## config.mk

```make
export PLATFORM = sky130hd
export DESIGN_NAME = pipeline_hazard_scoreboard
export DESIGN_NICKNAME = d
export VERILOG_FILES = /design/src/rtl/pipeline_hazard_scoreboard_pkg.sv /design/src/rtl/hz_sat_counter.sv /design/src/rtl/pipeline_hazard_scoreboard.sv
export SDC_FILE = /design/constraint.sdc
export NUM_CORES = 1
export LEC_CHECK = 0
export BUFFER_PORTS_ARGS = -buffer_cell sky130_fd_sc_hd__buf_2
export CELL_PAD_IN_SITES_DETAIL_PLACEMENT = 0
export CELL_PAD_IN_SITES_GLOBAL_PLACEMENT = 1
export CORE_ASPECT_RATIO = 0.9
export CORE_MARGIN = 2
export CORE_UTILIZATION = 41
export DETAILED_ROUTE_END_ITERATION = 6
export PLACE_DENSITY = 0.84
export SLEW_MARGIN = 30
export SYNTH_ARGS = -nofsm -noshare
export SYNTH_HDL_FRONTEND = slang
export SYNTH_SLANG_ARGS = --single-unit
```

## constraint.sdc

```tcl
create_clock -name CLK -period 2.62 [get_ports CLK]
set_clock_uncertainty 0.2 [all_clocks]
set_input_delay 0.524 -clock CLK [delete_from_list [all_inputs] [get_ports CLK]]
set_output_delay 0.524 -clock CLK [all_outputs]
set_load 0.005 [all_outputs]
```

## src/rtl/pipeline_hazard_scoreboard_pkg.sv

```systemverilog
// Shared types for the pipeline hazard scoreboard: shadow slot record and redirect FSM states.
package pipeline_hazard_scoreboard_pkg;

  // Destination field is sized for the widest register file the scoreboard accepts.
  localparam int HZ_DEST_W = 8;

  typedef struct packed {
    logic                 valid;
    logic [HZ_DEST_W-1:0] dest;
    logic                 is_load;
  } hz_slot_t;

  typedef enum logic {
    HZ_IDLE = 1'b0,
    HZ_PEND = 1'b1
  } hz_state_t;

endpackage

```

## src/rtl/hz_sat_counter.sv

```systemverilog
// Event counter that sticks at all-ones instead of wrapping.
module hz_sat_counter #(
  parameter int CNT_W = 32
) (
  input  logic             clk,
  input  logic             rst_n,
  input  logic             inc,
  output logic [CNT_W-1:0] count
);

  always_ff @(posedge clk or negedge rst_n) begin
    if (!rst_n) begin
      count <= '0;
    end else if (inc && (count != '1)) begin
      count <= count + 1'b1;
    end
  end

endmodule

```

## src/rtl/pipeline_hazard_scoreboard.sv

```systemverilog
// Shadow pipeline of in-flight register writers; produces RAW stalls, redirect flushes,
// latch enables and stall/flush performance counters for the datapath.
module pipeline_hazard_scoreboard
  import pipeline_hazard_scoreboard_pkg::*;
#(
  parameter int NREG_W     = 5,
  parameter int STAGES     = 3,
  parameter int RESOLVE    = 1,
  parameter int ALU_READY  = 2,
  parameter int LOAD_READY = 2,
  parameter int CNT_W      = 32
) (
  input  logic              CLK,
  input  logic              nRST,
  input  logic              ihit,
  input  logic              dmem_wait,
  input  logic              dec_valid,
  input  logic [NREG_W-1:0] dec_rs,
  input  logic [NREG_W-1:0] dec_rt,
  input  logic              dec_uses_rs,
  input  logic              dec_uses_rt,
  input  logic              dec_wr_en,
  input  logic [NREG_W-1:0] dec_wr_addr,
  input  logic              dec_is_load,
  input  logic              redirect,
  output logic [STAGES:0]   stage_en,
  output logic [STAGES:0]   stage_flush,
  output logic              hazard,
  output logic              raw_stall,
  output logic [CNT_W-1:0]  stall_cycles,
  output logic [CNT_W-1:0]  flush_events
);

  if (RESOLVE > STAGES - 2) begin : g_bad_resolve
    $error("RESOLVE must lie in 0..STAGES-2");
  end
  if ((ALU_READY > STAGES) || (LOAD_READY > STAGES)) begin : g_bad_ready
    $error("ALU_READY and LOAD_READY must not exceed STAGES");
  end
  if (NREG_W > HZ_DEST_W) begin : g_bad_nreg
    $error("NREG_W exceeds the slot destination field");
  end

  hz_slot_t  slot [STAGES];
  hz_state_t state, state_next;
  logic      adv;
  logic      redir_now;
  logic      any_block;

  logic [HZ_DEST_W-1:0] rs_ext, rt_ext, wr_ext;
  assign rs_ext = HZ_DEST_W'(dec_rs);
  assign rt_ext = HZ_DEST_W'(dec_rt);
  assign wr_ext = HZ_DEST_W'(dec_wr_addr);

  assign adv = ihit & ~dmem_wait;

  // A producer blocks until it reaches its readiness slot (loads may be later than ALU ops).
  always_comb begin
    any_block = 1'b0;
    for (int k = 0; k < STAGES; k++) begin
      if (slot[k].valid && (slot[k].dest != '0) &&
          ((dec_uses_rs && (slot[k].dest == rs_ext)) ||
           (dec_uses_rt && (slot[k].dest == rt_ext))) &&
          (k < (slot[k].is_load ? LOAD_READY : ALU_READY))) begin
        any_block = 1'b1;
      end
    end
  end

  // A redirect held while frozen is remembered in PEND and applied on the first advancing cycle.
  always_comb begin
    state_next = state;
    redir_now  = 1'b0;
    case (state)
      HZ_IDLE: begin
        if (redirect) begin
          if (adv) redir_now  = 1'b1;
          else     state_next = HZ_PEND;
        end
      end
      HZ_PEND: begin
        if (adv) begin
          redir_now  = 1'b1;
          state_next = HZ_IDLE;
        end
      end
      default: state_next = HZ_IDLE;
    endcase
  end

  always_ff @(posedge CLK or negedge nRST) begin
    if (!nRST) state <= HZ_IDLE;
    else       state <= state_next;
  end

  // Decode is wrong-path under a redirect, so its RAW stall is dropped.
  assign raw_stall = adv & dec_valid & any_block & ~redir_now;
  assign hazard    = raw_stall | redir_now;
  assign stage_en  = {{STAGES{adv}}, adv & ~raw_stall};

  always_comb begin
    stage_flush = '0;
    if (redir_now) begin
      for (int j = 0; j <= RESOLVE + 1; j++) stage_flush[j] = 1'b1;
    end
    if (raw_stall) stage_flush[1] = 1'b1;
  end

  // Shadow pipeline advances with the datapath latches; flushed latches load an empty slot.
  always_ff @(posedge CLK or negedge nRST) begin
    if (!nRST) begin
      for (int k = 0; k < STAGES; k++) slot[k] <= hz_slot_t'('0);
    end else if (adv) begin
      slot[0].valid   <= dec_valid & dec_wr_en & (dec_wr_addr != '0) & ~raw_stall & ~stage_flush[1];
      slot[0].dest    <= wr_ext;
      slot[0].is_load <= dec_is_load;
      for (int k = 1; k < STAGES; k++) begin
        slot[k] <= stage_flush[k+1] ? hz_slot_t'('0) : slot[k-1];
      end
    end
  end

  hz_sat_counter #(.CNT_W(CNT_W)) u_stall_cnt (
    .clk   (CLK),
    .rst_n (nRST),
    .inc   (raw_stall),
    .count (stall_cycles)
  );

  hz_sat_counter #(.CNT_W(CNT_W)) u_flush_cnt (
    .clk   (CLK),
    .rst_n (nRST),
    .inc   (redir_now),
    .count (flush_events)
  );

endmodule

```

==> results.py <==
metrics = {
    "clock_network": {
        "clkTransAtPathRegs_ps": 80,
        "clk_path_buf_depth": 2,
        "tritoncts": "built",
        "root_buffer": "clkbuf_8",
        "ctsHtreeMaxLevel": 3,
        "cts_made_buffers": 9,
        "clkLatencyLatePin_ps": 340,
        "clock_sinks": 77,
    },
    "run": {
        "drv_cap": 0,
    },
    "critical_path": {
        "slowest_stage": "or4_4",
        "critPathKind": "flip-flop to primary output",
        "arrival_ps": 1960,
        "critPathLaunchType": "flip-flop",
        "slowest_delay_ps": 490,
        "cp_cell_sequence": "or4_4 > o21ai_2 > nor2_1 > a22o_1 > nor2_1 > buf_2",
        "critPathTopFamily": "simple AND/OR/NAND/NOR gates",
        "crit_path_frequent_cell": "nor2_1",
        "end_kind": "primary output",
        "critPathBufInv": 1,
        "path_max_fanout": 3,
        "crit_required_ps": 1900,
    },
    "floorplanning": {
        "rows": 34,
        "die_area_um2": 10500,
        "die_w_um": 108,
        "core_um2": 9530,
        "chipHeight_um": 97.3,
        "initial_core_util": 0.416,
        "io_pins": 99,
    },
    "placed_design": {
        "gp_congestion": 0.838,
        "post-dp-hpwl_mm": 6.46,
        "place_ws_ps": 32.2,
        "port_buffers": 96,
    },
    "timing": {
        "min_period_ps": 2680,
        "worst_pin_slew_ps": 726,
        "setup_tns_ps": -83.6,
        "relSlewSlack": 0.512,
        "setup_viol": 3,
        "worst_slack_ps": -64.6,
        "fmax_mhz": 372,
        "hold_violations": 0,
        "fin_crit_sh": 1.02,
        "rsz0062_at_grt": "yes",
        "slew_viol_final": 0,
    },
    "global_routing": {
        "grt_pass1_vias": 3098,
        "overflow": 0,
        "grt_max_degree": 45,
        "antenna_found_initial": 0,
        "grt_usage": 0.178,
        "grt_pass1_wl_mm": 15.0,
    },
    "drt": {
        "dr.pass1.iters": 4,
        "routed_via_density": 5.13,
        "drc": 0,
        "ant_nets": 0,
        "avgRoutedWirePerCell_um": 14.3,
        "vias": 3188,
        "wirelength_mm": 8.87,
        "drt_iter0_markers": 134,
    },
    "logic_synthesis": {
        "synth_seq_cells": 77,
        "syn_inst": 377,
        "synth_edf_count": 0,
        "ys.warnings.count": 0,
        "synth_area_per_cell_um2": 10.5,
        "synth_ff_type": "dfrtp_1",
        "syn_nets": 404,
        "syn_area_um2": 3970,
        "ys_seq_area_frac": 0.486,
        "ys_types": 42,
        "async_reset_ff_frac": 1.00,
    },
    "run_status": {
        "violations": "setup timing",
        "outcome": "finished with violations",
    },
    "cells_and_area": {
        "drive_gt1_frac": 0.331,
        "syn2layout_area_growth_pct": 23.8,
        "fin_nets": 518,
        "antennaDiodeCount": 0,
    },
    "power": {
        "leakage_nw": 2.35,
        "power.density_nw_per_um2": 488,
        "vdd_drop_max_uv": 443,
    },
    "min_path": {
        "min_path_type": "input pin to flip-flop",
    },
}
==> Yosys cell counts, types with 2 or more instances <==
cell type  count  area [um2]
buf_2          2        10.0
and2_1         3        18.8
o21ai_0        4        20.0
nand3_2       10         100
and4_2         3        30.0
or4_1          2        15.0
inv_1          4        15.0
xnor2_1       75         657
clkbuf_1       2        7.51
o22ai_1        2        12.5
nand2_1       40         150
a31oi_1        2        12.5
nand4_1       27         169
and4_1        10        87.6
nor2_1        23        86.3
and3_2         3        22.5
nor3_1         5        25.0
buf_6          2        22.5
buf_8          2        30.0
ha_1           2        25.0
dfrtp_1       77        1930
xor2_1         6        52.6
buf_4          8        60.1
and3_1        13        81.3
a22o_1         7        61.3
nand3_1       27         135
==> path summary, 6_finish.rpt <==
kind	from	to	slack, ps	cells past startpoint
worst max-delay path	slot[22]$_DFFE_PN0P_	stage_en[0]	-60	6
worst min-delay path	dec_wr_addr[4]	slot[25]$_DFFE_PN0P_	190	3
worst max register to register	u_stall_cnt.count[0]$_DFFE_PN0P_	u_stall_cnt.count[7]$_DFFE_PN0P_	240	8
worst min register to register	u_flush_cnt.count[16]$_DFFE_PN0P_	u_flush_cnt.count[16]$_DFFE_PN0P_	290	1
max in group asynchronous	nRST	slot[13]$_DFFE_PN0P_	1090	3
min in group asynchronous	nRST	u_stall_cnt.count[30]$_DFFE_PN0P_	510	2
==> sequential cells by signal, summed over array words and instances, names as in the netlist <==
name	count
u_flush_cnt.count	32
u_stall_cnt.count	32
slot	12
state	1
==> layer usage <==
| layer | GRT usage | up-vias | routed length (um) |
|---|---|---|---|
| li1 | - | 1546 | - |
| met4 | 0.0444 | 0 | 123 |
| met3 | 0.0369 | 13 | 390 |
| met2 | 0.288 | 70 | 4280 |
| met1 | 0.243 | 1559 | 4080 |
| met5 | 0 | - | 0 |
==> repair_timing <==
action                                  in CTS  in global routing
endpoints found under the setup margin       4                  4
hold buffers                                 1                  0
endpoints found under the hold margin       43                  0
resized for setup                           11                  7
pin swaps                                    5                  3
setup buffers                                2                  3
==> placed cells by master (no fill, tap or decap), types with 2 or more instances in the layout <==
cell type	instances
o22ai_2	2
buf_12	2
nand3_1	27
and4_1	10
dfrtp_1	75
nor3_1	5
o21ai_2	2
clkbuf_1	3
xnor2_1	71
ha_1	2
nand4_1	27
dfrtp_2	2
xor2_1	6
or4_4	2
nand3_2	10
buf_4	21
and3_1	13
nor2_1	22
a22o_1	7
and4_2	3
clkbuf_8	10
and3_2	3
and2_1	3
a31oi_1	2
buf_2	95
clkinv_2	2
xnor2_2	4
inv_1	4
nand2_1	40
==> where the power goes <==
group | switching, mW | internal (mW) | leakage (nW) | total, mW
combinational | 0.145 | 0.166 | 1.21 | 0.311
sequential | 0.0805 | 1.25 | 1.05 | 1.33
clock | 0.396 | 0.363 | 0.0833 | 0.759
total | 0.622 | 1.78 | 2.35 | 2.40
==> cells by family (layout without fill, tap and decap cells) <==
| kind of cell | after synthesis | after routing | synth area share |
|---|---|---|---|
| and+or+nand+nor | 174 | 174 | 0.250 |
| other | 1 | 1 | 0.000945 |
| DFF | 77 | 77 | 0.486 |
| xor gates and xnor gates | 81 | 81 | 0.179 |
| adders and majority gates | 2 | 2 | 0.00631 |
| muxes | 2 | 2 | 0.00568 |
| AOI/OAI and AO/OA | 19 | 19 | 0.0347 |
| buffers and inverters | 21 | 139 | 0.0375 |
==> layout make-up <==
cell class	count	area, um2
Tap cell	126	158
Fill cell	922	4620
Clock buffer	13	149
Clock inverter	2	10.0
Inverter	5	18.8
Timing Repair Buffer	119	683
Sequential cell	77	1930
Multi-Input combinational cell	279	1960
==> worst reg2reg max path: stages (launching register included) <==
cell     delay, ps
dfrtp_1        390
ha_1           180
and3_1         200
and4_1         220
nand3_1         90
or3_1          450
buf_4          280
nand4_1        150
xnor2_1        130
==> metrics by stage <==
step	hold slack, ps	cells	cell area [um2]	power [mW]	util
6_report	193	621	4910	2.40	0.515
5_1_grt	178	621	4910	2.53	0.515
4_1_cts	175	618	4840	2.42	0.508
3_5_place_dp	281	600	4620	1.63	0.485
2_1_floorplan	28.4	377	3970	1.47	-
3_3_place_gp	273	600	4620	1.61	0.485
(Power assumes the default switching activity.)
